===== src/rtl/ascon_in_loader_if.sv =====
// Stream-in and operand-out signals for the ASCON input loader.
// Master: word source plus downstream encrypt stage. Slave: the loader.
interface ascon_in_loader_if;
  logic [31:0]  in_data;
  logic         in_valid;
  logic         in_last;
  logic         in_ready;
  logic         done;
  logic [127:0] sk;
  logic [127:0] n;
  logic [127:0] a;
  logic [127:0] p;
  logic         start;
  logic [4:0]   cnt;
  logic         err;

  modport master (
    output in_data, in_valid, in_last, done,
    input  in_ready, sk, n, a, p, start, cnt, err
  );

  modport slave (
    input  in_data, in_valid, in_last, done,
    output in_ready, sk, n, a, p, start, cnt, err
  );
endinterface


===== src/rtl/ascon_in_loader.sv =====
// Collects a 16-word frame into the SK/N/A/P operands and starts the encrypt stage.
// state  | meaning
// S_LOAD | accepting words; in_last must coincide with word 15
// S_FIRE | one-cycle start pulse, operands valid
// S_WAIT | holding operands until the encrypt stage reports done
module ascon_in_loader #(
  parameter int WORDS_PER_FRAME = 16
) (
  input logic              clk,
  input logic              rst_n,
  ascon_in_loader_if.slave bus
);

  typedef enum logic [1:0] {S_LOAD, S_FIRE, S_WAIT} state_t;

  localparam logic [4:0] LAST_IDX = 5'(WORDS_PER_FRAME - 1);

  state_t       state_q, state_d;
  logic [4:0]   cnt_q, cnt_d;
  logic         err_q, err_d;
  logic         rdy_en_q, rdy_en_d;
  logic [127:0] sk_q, sk_d;
  logic [127:0] n_q, n_d;
  logic [127:0] a_q, a_d;
  logic [127:0] p_q, p_d;
  logic         xfer;

  // Slot 0 of a group lands in the most significant word.
  function automatic logic [127:0] put_word(input logic [127:0] op,
                                            input logic [1:0]   slot,
                                            input logic [31:0]  w);
    logic [127:0] r;
    r = op;
    r[{2'd3 - slot, 5'd0} +: 32] = w;
    return r;
  endfunction

  assign bus.in_ready = rdy_en_q && (state_q == S_LOAD);
  assign xfer         = bus.in_valid && bus.in_ready;

  always_comb begin
    state_d  = state_q;
    cnt_d    = cnt_q;
    err_d    = 1'b0;
    rdy_en_d = 1'b1;
    sk_d     = sk_q;
    n_d      = n_q;
    a_d      = a_q;
    p_d      = p_q;
    case (state_q)
      S_LOAD: begin
        if (xfer) begin
          if (bus.in_last != (cnt_q == LAST_IDX)) begin
            cnt_d = 5'd0;
            err_d = 1'b1;
          end else begin
            case (cnt_q[3:2])
              2'd0:    sk_d = put_word(sk_q, cnt_q[1:0], bus.in_data);
              2'd1:    n_d  = put_word(n_q,  cnt_q[1:0], bus.in_data);
              2'd2:    a_d  = put_word(a_q,  cnt_q[1:0], bus.in_data);
              default: p_d  = put_word(p_q,  cnt_q[1:0], bus.in_data);
            endcase
            cnt_d = cnt_q + 5'd1;
            if (cnt_q == LAST_IDX) state_d = S_FIRE;
          end
        end
      end
      S_FIRE: begin
        // done already asserted during the start pulse skips the wait.
        if (bus.done) begin
          state_d = S_LOAD;
          cnt_d   = 5'd0;
        end else begin
          state_d = S_WAIT;
        end
      end
      S_WAIT: begin
        if (bus.done) begin
          state_d = S_LOAD;
          cnt_d   = 5'd0;
        end
      end
      default: state_d = S_LOAD;
    endcase
  end

  always_ff @(posedge clk or negedge rst_n) begin
    if (!rst_n) begin
      state_q  <= S_LOAD;
      cnt_q    <= 5'd0;
      err_q    <= 1'b0;
      rdy_en_q <= 1'b0;
      sk_q     <= '0;
      n_q      <= '0;
      a_q      <= '0;
      p_q      <= '0;
    end else begin
      state_q  <= state_d;
      cnt_q    <= cnt_d;
      err_q    <= err_d;
      rdy_en_q <= rdy_en_d;
      sk_q     <= sk_d;
      n_q      <= n_d;
      a_q      <= a_d;
      p_q      <= p_d;
    end
  end

  assign bus.start = (state_q == S_FIRE);
  assign bus.err   = err_q;
  assign bus.cnt   = cnt_q;
  assign bus.sk    = sk_q;
  assign bus.n     = n_q;
  assign bus.a     = a_q;
  assign bus.p     = p_q;

endmodule


===== src/flat_wrapper.sv =====
// flat-port wrapper written by rule: the top's interface ports become plain ports
module ascon_in_loader_flat 
#(
  parameter int WORDS_PER_FRAME = 16
)
  (clk, rst_n, bus_in_data, bus_in_valid, bus_in_last, bus_done, bus_in_ready, bus_sk, bus_n, bus_a, bus_p, bus_start, bus_cnt, bus_err);
  ascon_in_loader_if bus_i ();
  input logic clk;
  input logic rst_n;
  input wire logic [$bits(bus_i.in_data)-1:0] bus_in_data;
  input wire logic [$bits(bus_i.in_valid)-1:0] bus_in_valid;
  input wire logic [$bits(bus_i.in_last)-1:0] bus_in_last;
  input wire logic [$bits(bus_i.done)-1:0] bus_done;
  output wire logic [$bits(bus_i.in_ready)-1:0] bus_in_ready;
  output wire logic [$bits(bus_i.sk)-1:0] bus_sk;
  output wire logic [$bits(bus_i.n)-1:0] bus_n;
  output wire logic [$bits(bus_i.a)-1:0] bus_a;
  output wire logic [$bits(bus_i.p)-1:0] bus_p;
  output wire logic [$bits(bus_i.start)-1:0] bus_start;
  output wire logic [$bits(bus_i.cnt)-1:0] bus_cnt;
  output wire logic [$bits(bus_i.err)-1:0] bus_err;
  assign bus_i.in_data = bus_in_data;
  assign bus_i.in_valid = bus_in_valid;
  assign bus_i.in_last = bus_in_last;
  assign bus_i.done = bus_done;
  assign bus_in_ready = bus_i.in_ready;
  assign bus_sk = bus_i.sk;
  assign bus_n = bus_i.n;
  assign bus_a = bus_i.a;
  assign bus_p = bus_i.p;
  assign bus_start = bus_i.start;
  assign bus_cnt = bus_i.cnt;
  assign bus_err = bus_i.err;
  ascon_in_loader #(.WORDS_PER_FRAME(WORDS_PER_FRAME)) u_core (.clk(clk), .rst_n(rst_n), .bus(bus_i));
endmodule

===== config.mk =====
export PLATFORM = sky130hd
export DESIGN_NAME = ascon_in_loader_flat
export DESIGN_NICKNAME = d
export VERILOG_FILES = /design/src/rtl/ascon_in_loader_if.sv /design/src/rtl/ascon_in_loader.sv /design/src/flat_wrapper.sv
export SDC_FILE = /design/constraint.sdc
export NUM_CORES = 1
export LEC_CHECK = 0
export ABC_AREA = 1
export CAP_MARGIN = 20
export CORE_AREA = 2 2 219 221
export DETAILED_ROUTE_END_ITERATION = 8
export DIE_AREA = 0 0 221 223
export PLACE_DENSITY = 0.78
export SYNTH_ARGS = -nofsm -noshare
export SYNTH_HDL_FRONTEND = slang
export SYNTH_SLANG_ARGS = --single-unit

===== constraint.sdc =====
create_clock -name clk -period 5.6 [get_ports clk]
set_input_delay 0.84 -clock clk [delete_from_list [all_inputs] [get_ports clk]]
set_output_delay 0.84 -clock clk [all_outputs]
set_load 0.005 [all_outputs]

==> flow_summary.toml <==
[synthesis]
ys_ff_latch = 521
synth_nets = 2628
avgSynthCellArea_sq_um = 8.49
ys_warn_count = 0
synth_cell_types = 21
yosysSeqAreaShare_pct = 59.5
syn_area_sq_mm = 0.0219
syn_inst = 2581

[floorplanning]
ioPinCount = 557
initial_core_util_pct = 46.5
chipWidth_um = 221
std_cell_rows = 80
core_sq_mm = 0.0471
die-area_sq_mm = 0.0493
die_h_um = 223

[worst_hold_path]
hold_class = "in -> async"

[pwr]
internal-power_mw = 6.77
irDropWorstVdd_mv = 0.242
leakage_nw = 15.4
p_switching_mw = 3.23
swShare_pct = 32.3
pwr-share-seq_pct = 41.0
power_density_mw_per_mm2 = 338
combPwrFrac_pct = 21.5
clkPwrFrac_pct = 37.5

[clock_tree]
root_buffer = "clkbuf_16"
cts_sinks = 521
postCtsHoldBufs = 0
path_clk_slew_ps = 70
cts_buffer_depth = 3
cts-resized-gates = 0
post_cts_buffers = 0
insertion_delay_ps = 610
htree_num_levels = 2
tritoncts = "yes"
cts_buffers = 52

[timing]
min_period_ps = 3700
hold_viol_final = 0
setup_viol = 0
tightestPinTransition_ps = 1120
worst_clock_skew_ps = 32.8
fin_hold_ws_ps = 369
post-route-period-util_pct = 66.1
slew_violations = 0
fin_tns_setup_ps = 0
rsz0062_at_grt = "no"
layout_setup_ws_ps = 1900
relSlewSlack_pct = 24.9
max_freq_ghz = 0.270

[drt]
firstDrtPassIters = 7
drt-initial-drc-count = 2733
final_antenna_net_count = 0
drc = 0
wl_per_cell_um = 23.2
dr_total_vias = 21000
wirelength_um = 85400
vias_per_cell = 5.70

[placed_design]
place_ws_ps = 1970
dp_hpwl_um = 58100
port_buffers = 556
gp_congestion = 0.996

[layout]
drive_gt1_share_pct = 4.80
area_delta_synth_final_pct = 35.1
nets = 3074

[worst_setup_path]
cp-endpoint = "u_core.bus.a[14]"
reg2reg_setup_slack_ps = 1900
crit_fanout = 34
cp.arrival_ps = 4190
crit_required_ps = 6090
r2r_start = "u_core.bus.cnt[1]"
cp-start-kind = "flop"
path_class = "reg -> reg"
worstSetupStartpoint = "u_core.bus.cnt[1]"
rr_worst_depth = 10
critPathCaptureType = "flop"
r2r_end = "u_core.bus.a[14]"

[grt]
grt_max_degree = 126
first_global_vias = 20200
grt_use_total_pct = 34.0
overflow = 0
grt_pass1_wl_um = 128000
antenna_found_initial = 3

[run_status]
status = "finished, final reports clean"

[flow_run]
drv_cap = 0
==> layout make-up <==
| type | count | area, sq um |
|---|---|---|
| inverters | 19 | 71.3 |
| clock inverters | 19 | 264 |
| fillers | 3851 | 17500 |
| diodes | 3 | 7.51 |
| multi-input cells | 1843 | 7960 |
| repair buffers | 590 | 5970 |
| clock buffers | 73 | 1540 |
| flip-flops and latches | 521 | 13000 |
| well taps | 615 | 769 |
==> state kept, by name, indices dropped and copies added (netlist names) <==
name and cells:
u_core.bus.a 128, u_core.bus.n 128, u_core.bus.p 128, u_core.bus.sk 128, u_core.bus.cnt 5, u_core.state_q 2
u_core.bus.err 1, u_core.rdy_en_q 1
==> synthesized netlist by cell type (all sizes together) <==
master	number	share of area (%)
nand4	17	0.77
nand2	1084	19
conb	1	0.017
inv	18	0.31
xor2	1	0.040
clkbuf	92	1.6
o21ai	2	0.046
clkinv	1	0.017
nor2	138	2.5
nand3	588	13
dfrtp	521	59
ha	10	0.57
a21oi	2	0.046
buf	106	2.7
==> worst max-delay path, stage by stage, from the launching register on <==
cell and delay, ps:
dfrtp_1 560, ha_1 210, buf_4 310, inv_2 70, nor2_1 110, ha_1 200, nand2_1 100, nand2_1 540
nand4_2 1000, nand2_1 330, nand2_1 110
==> layout by cell type, fill, tap and decap left out, types with 3 or more instances in the layout <==
cell,instances
buf_4,24
nand2_1,1084
dfrtp_1,521
clkbuf_16,53
diode_2,3
nand4_1,7
inv_1,14
nand4_2,10
clkinv_2,8
nor2_1,131
inv_2,4
ha_1,6
buf_16,3
nand3_1,587
bufinv_16,6
ha_4,4
clkbuf_8,14
buf_12,7
clkdlybuf4s50_1,555
nor2_4,6
clkbuf_1,6
==> power groups by stage <==
| stage | registers [mW] | clock network [mW] | logic [mW] |
|---|---|---|---|
| after floorplan | 4.14 | 0 | 1.03 |
| after global placement | 4.16 | 0 | 2.03 |
| after detailed placement | 4.17 | 0 | 2.09 |
| after CTS | 4.10 | 3.76 | 2.10 |
| after global routing | 4.12 | 3.92 | 2.28 |
| final | 4.10 | 3.75 | 2.15 |
==> stage by stage <==
stage               instances  util (%)  area (sq um)  power [mW]
detailed placement       3585      58.8         27700        6.26
finish                   3683      62.8         29600        10.0
floorplan                2581         -         21900        5.17
global placement         3584      58.8         27700        6.19
global route             3681      62.8         29600        10.3
CTS                      3677      62.7         29500        9.96
==> worst min path at each step <==
stage | slack [ps] | endpoint | cells past startpoint
2_1_floorplan | 470 | u_core.bus.a[0] | 2
3_3_place_gp | 460 | u_core.bus.n[28] | 2
3_5_place_dp | 470 | u_core.bus.n[78] | 2
4_1_cts | 410 | u_core.bus.n[100] | 1
5_1_grt | 470 | u_core.bus.a[100] | 1
6_report | 370 | u_core.bus.a[100] | 1
==> layer usage <==
layer	up-vias	track usage, %	routed length (um)
met5	-	0	0
met2	1365	55.1	40700
met1	10300	43.1	31500
met4	0	13.5	3790
li1	9145	-	-
met3	196	9.86	9340
==> cell families (layout without fill, tap and decap cells) <==
group | after synthesis | in the layout | synth area share, %
flops | 521 | 521 | 59.5
buf+inv | 217 | 701 | 4.58
fa+ha+maj | 10 | 10 | 0.571
compound gates | 4 | 4 | 0.0913
other cells | 1 | 4 | 0.0171
xor+xnor | 1 | 1 | 0.0400
simple gates | 1827 | 1827 | 35.2
Note: power is estimated with default switching activity, not from simulation.
==> patch 1, RTL diff (same settings) <==
Reset style: synchronous (`rst_n`), changed in one clocked block.
--- a/src/rtl/ascon_in_loader.sv
+++ b/src/rtl/ascon_in_loader.sv
@@ -84,7 +84,7 @@
     endcase
   end
 
-  always_ff @(posedge clk or negedge rst_n) begin
+  always_ff @(posedge clk) begin
     if (!rst_n) begin
       state_q  <= S_LOAD;
       cnt_q    <= 5'd0;
Check against the original RTL: not settled (the Yosys comparison gave no result); the edit may change what the design does.
==> patch 1 against the unedited design <==
- synthesized cell count grew 33%
- wire length shrank 5.9%
- worst setup slack lost 0.24 ns
- design area grew 0.68%
- worst hold slack gained 0.097 ns
- synthesized area grew 1.6%
- critical path depth is the same
- sequential cell count is the same
- critical endpoint is now u_core.bus.sk[86]$_SDFFE_PN0P_
Power is not compared: it rests on default switching activity, and its combinational part moved more than twofold at a synthesized area within 25%.
==> patch 1: results (changes against the unedited design) <==
setup_path:
  r2r_setup_slack_ns: 1.66  # -0.24 ns
  path_max_fanout: 64  # +88%
  crit_arrival_ns: 4.43  # +0.24 ns
  r2r-end: "u_core.bus.sk[86]$_SDFFE_PN0P_"
  cp_slowest_stage_delay_ns: 0.83  # -0.17 ns
  endpoint_kind: "flop"
  worstSetupStartpoint: "u_core.bus.cnt[1]$_SDFFE_PN0P_"
  crit_family: "simple AND/OR/NAND/NOR gates"
  reg2regPathDepth: 10  # unchanged
  cp_slowest_cell: "nand4_4"
logic_synthesis:
  syn-num-nets: 3478  # +32%
  synth_flop_cell: "dfxtp_1"
  synth_compound_area_share_pct: 2.819  # +2.7 points
  synth_fa_ha_area_share_pct: 0.5615  # -0.0092 points
  synth.area.mux_share_pct: 0  # unchanged
  synth_common_cells: "nand2_1 (944), nor2_1 (873), dfxtp_1 (521)"
  yosysWarnings: 0  # unchanged
  ys_seq_area_share_pct: 46.81  # -13 points
  synth_cell_type_count: 23  # +9.5%
  synth_xor_area_share_pct: 0  # -0.040 points
  ys_top_cells_by_area: "dfxtp_1 (47%), nand2_1 (16%), nor2_1 (15%)"
  synthArstFlopShare_pct: 0  # -100 points
status:
  status: "completed"
timing:
  relSlewSlack_pct: 16.18  # -8.7 points
  fin_crit_ns: 3.944  # +0.2445 ns
  clock-skew-final_ns: 0.01978  # -0.01301 ns
global_route:
  met1_usage_pct: 37.97  # -5.1 points
  grt_pass1_wl_um: 119600  # -6.6%
  grt_max_degree: 193  # +53%
  antenna_found_initial: 2  # -1
  met3_usage_pct: 7.178  # -2.7 points
  use_met2_pct: 52.26  # -2.9 points
  busiest_layer: "met2"
  grt_use_total_pct: 31.20  # -2.8 points
  grt_pass1_vias: 19990  # -0.97%
placement:
  dp_slack_ns: 1.515  # -0.4546 ns
  globalplace.congestion: 0.8555  # -14%
  place_hpwl_um: 55120  # -5.2%
  portBuffers: 556  # unchanged
min_path:
  min_from: "u_core.bus.p[63]$_SDFFE_PN0P_"
  holdPathStages: 2
  hold_end: "u_core.bus.p[63]$_SDFFE_PN0P_"
  worst_hold_path_type: "flop to flop"
power:
  powerClk_w: 0.00371
  peakVddDrop_mv: 0.2379
  leakagePower_nw: 14.77
  p_sw_w: 0.001902
finish:
  drive_gt1_share_pct: 3.522  # -1.3 points
  fin_nets: 3895  # +27%
  diodes: 0  # -3
detailed_routing:
  vias_per_cell: 4.891  # -14%
  first_pass_iters: 6  # -1
  wl_um: 80340  # -5.9%
  drt_iter0_drc: 1947  # -29%
clocking:
  clk_pin_slew_worst_paths_ns: 0.06
  cts-buffers-inserted: 53  # +1.9%
  cts_resized: 0  # unchanged
  root_buffer: "clkbuf_16"
  cts_buffer_depth: 3  # unchanged
[patch 1: cell count changes after synthesis, sizes merged, moves of 2 or more]
cell    unedited run  this run
nor4               0         2
nor2             138       878
nor3               0        26
nand4             17       161
a21oi              2       115
dfxtp              0       521
inv               18       500
dfrtp            521         0
buf              106        65
o21ai              2         9
nand2           1084       944
nand3            588        43
clkbuf            92       154
[patch 1: area by class of cell]
| class | count | area [um2] |
|---|---|---|
| Clock buffer | 79 | 1597 |
| Clock inverter | 18 | 230.2 |
| Tap cell | 615 | 769.5 |
| Fill cell | 4170 | 17320 |
| Timing Repair Buffer | 581 | 5778 |
| Sequential cell | 521 | 10430 |
| Multi-Input combinational cell | 2189 | 9134 |
| Inverter | 502 | 1887 |
[patch 1: per-layer routing]
layer  routed length (um)  share of wire, %  up-vias
met2                37870                47      916
met5                   16             0.020        -
met3                 6429               8.0      187
li1                     -                 -    11040
met1                32100                40     9884
met4                 3927               4.9        2
[patch 1: worst reg2reg max path: stages (launching register included)]
cell     delay (ns)
dfxtp_1        0.53
ha_2           0.26
inv_1          0.05
nor2_1         0.10
ha_1           0.19
nand2_1        0.11
nand2_4        0.62
buf_4          0.61
nand4_4        0.85
nor2_1         0.43
nor2_1         0.08
[patch 1: stage by stage]
step           hold WS, ns  area (um2)  cells  total power, W  util (%)
6_report            0.4656       29820   4505        0.007964     63.26
3_3_place_gp        0.4488       27980   4407        0.004323     59.36
5_1_grt             0.4804       29820   4505        0.008178     63.26
4_1_cts             0.4638       29810   4504        0.007996     63.23
2_1_floorplan       0.4574       22280   3431        0.004091         -
3_5_place_dp        0.4550       27980   4407        0.004325     59.36
==> patch 2, RTL diff (same settings) <==
Made on the original files. `WORDS_PER_FRAME` is set to 16 in 2 places; all go to 8.
--- a/src/rtl/ascon_in_loader.sv
+++ b/src/rtl/ascon_in_loader.sv
@@ -4,7 +4,7 @@
 // S_FIRE | one-cycle start pulse, operands valid
 // S_WAIT | holding operands until the encrypt stage reports done
 module ascon_in_loader #(
-  parameter int WORDS_PER_FRAME = 16
+  parameter int WORDS_PER_FRAME = 8
 ) (
   input logic              clk,
   input logic              rst_n,
--- a/src/flat_wrapper.sv
+++ b/src/flat_wrapper.sv
@@ -1,7 +1,7 @@
 // flat-port wrapper written by rule: the top's interface ports become plain ports
 module ascon_in_loader_flat 
 #(
-  parameter int WORDS_PER_FRAME = 16
+  parameter int WORDS_PER_FRAME = 8
 )
   (clk, rst_n, bus_in_data, bus_in_valid, bus_in_last, bus_done, bus_in_ready, bus_sk, bus_n, bus_a, bus_p, bus_start, bus_cnt, bus_err);
   ascon_in_loader_if bus_i ();
Function: not settled (the Yosys comparison gave no result); the edit may change what the design does.
==> patch 2 against the unedited design <==
- synthesized area is 3.5% higher
- total power grew 1.9%
- largest power group unchanged
- wire length increased by 3.9%
- sequential cell count unchanged
- via count grew 6.9%
- worst setup slack worse by 0.59 ns
- design area increased by 1.2%
- first-iteration DRC count is 26% higher
- sequential power grew 4%
- critical endpoint is now u_core.bus.p[16]$_DFFE_PN0P_
- clock skew shrank 0.012 ns
==> patch 2: results (changes against the unedited design) <==
power:
  leakagePower_nw: 15.20  # -1.1%
  peakVddDrop_mv: 0.2164  # -11%
status:
  status: "completed"
clocking:
  postCtsSetupBuffers: 0  # unchanged
  clock_latency_ns: 0.61  # about the same
  cts_buffer_depth: 3  # unchanged
  cts-buffers-inserted: 53  # +1.9%
  clk_pin_slew_worst_paths_ns: 0.06
  cts_resized: 0  # unchanged
setup_path:
  crit_arrival_ns: 4.78  # +0.59 ns
  crit_end: "u_core.bus.p[16]$_DFFE_PN0P_"
  r2r_setup_slack_ns: 1.31  # -0.59 ns
  crit_family: "buffers and inverters"
  cp_slowest_stage_delay_ns: 0.96  # -0.04 ns
  worstSetupStartpoint: "u_core.bus.cnt[0]$_DFFE_PN0P_"
  path_max_fanout: 115  # +240%
  r2r-start: "u_core.bus.cnt[0]$_DFFE_PN0P_"
  cp_slowest_cell: "buf_4"
min_path:
  worst_hold_path_type: "input port to async pin"
logic_synthesis:
  synth_compound_area_share_pct: 0.08825  # -0.0031 points
  synth_common_cells: "nand2_1 (1055), dfrtp_1 (521), nand4_1 (516)"
  yosysWarnings: 0  # unchanged
  ys_top_cells_by_area: "dfrtp_1 (57%), nand2_1 (17%), nand4_1 (14%)"
  synth_xor_area_share_pct: 0  # -0.040 points
  synth_fa_ha_area_share_pct: 0.4412  # -0.13 points
  synth.area.mux_share_pct: 0  # unchanged
  synth_flop_cell: "dfrtp_1"
  synth_cell_type_count: 24  # +14%
  ys_seq_area_share_pct: 57.47  # -2.0 points
  syn-num-nets: 2639  # +0.42%
global_route:
  grt_pass1_vias: 21290  # +5.5%
  antenna_found_initial: 19  # +16
  grt_pass1_wl_um: 133400  # +4.2%
  grt_max_degree: 179  # +42%
  grt_use_total_pct: 35.05  # +1.0 points
timing:
  tightest_slew_ns: 1.128  # +0.003982 ns
  clock-skew-final_ns: 0.02054  # -0.01224 ns
finish:
  drive_gt1_share_pct: 4.472  # -0.32 points
  fillers: 3801  # -1.3%
  fin_nets: 3045  # -0.94%
detailed_routing:
  drt_iter0_drc: 3453  # +26%
  first_pass_iters: 6  # -1
  vias_per_cell: 6.106  # +7.1%
  wl_per_cell_um: 24.13  # +4.1%
placement:
  place_hpwl_um: 59790  # +2.9%
  globalplace.congestion: 0.8866  # -11%
  dpl_cell_area_um2: 28230  # +1.8%
-- patch 2: metrics by stage --
stage | util, % | total power (W) | cells | worst slack [ns] | hold WS, ns
final | 63.61 | 0.01020 | 3676 | 1.309 | 0.2689
after floorplan | - | 0.005390 | 2594 | 3.372 | 0.4654
after CTS | 63.50 | 0.01016 | 3656 | 1.423 | 0.3043
after global routing | 63.60 | 0.01054 | 3675 | 1.091 | 0.3253
after global placement | 59.76 | 0.006585 | 3558 | 1.572 | 0.4519
after detailed placement | 59.88 | 0.006653 | 3560 | 1.447 | 0.4572
-- patch 2: routing by layer --
layer	up-vias	track usage (%)	part of all wire (%)
met5	-	0	0
met4	0	22.65	6.7
met3	297	7.481	9.9
met2	1643	53.93	47
met1	10940	45.23	37
li1	9568	-	-
-- patch 2: where the power goes --
group / leakage (nW) / switching, W / internal (W) / total, W
Sequential: 7.22 / 0.000230 / 0.00405 / 0.00428
Combinational: 7.13 / 0.00160 / 0.000777 / 0.00237
Clock: 0.850 / 0.00152 / 0.00203 / 0.00355
Total: 15.2 / 0.00334 / 0.00686 / 0.0102
-- patch 2: worst min-delay path by stage --
stage,end,slack (ns),cells after the start
floorplan,u_core.bus.a[0]$_DFFE_PN0P_,0.47,2
global placement,u_core.bus.a[6]$_DFFE_PN0P_,0.45,2
detailed placement,u_core.bus.a[116]$_DFFE_PN0P_,0.46,2
CTS,u_core.bus.p[77]$_DFFE_PN0P_,0.30,1
global route,u_core.bus.p[77]$_DFFE_PN0P_,0.33,1
finish,u_core.bus.p[77]$_DFFE_PN0P_,0.27,1
-- patch 2: cell type report --
type	count	share of cell area [%]
flip-flops and latches	521	43.47
multi-input cells	1776	27.54
repair buffers	598	19.93
clock buffers	78	5.111
well taps	615	2.566
inverters	50	0.6258
clock inverters	18	0.5883
diodes	20	0.1669
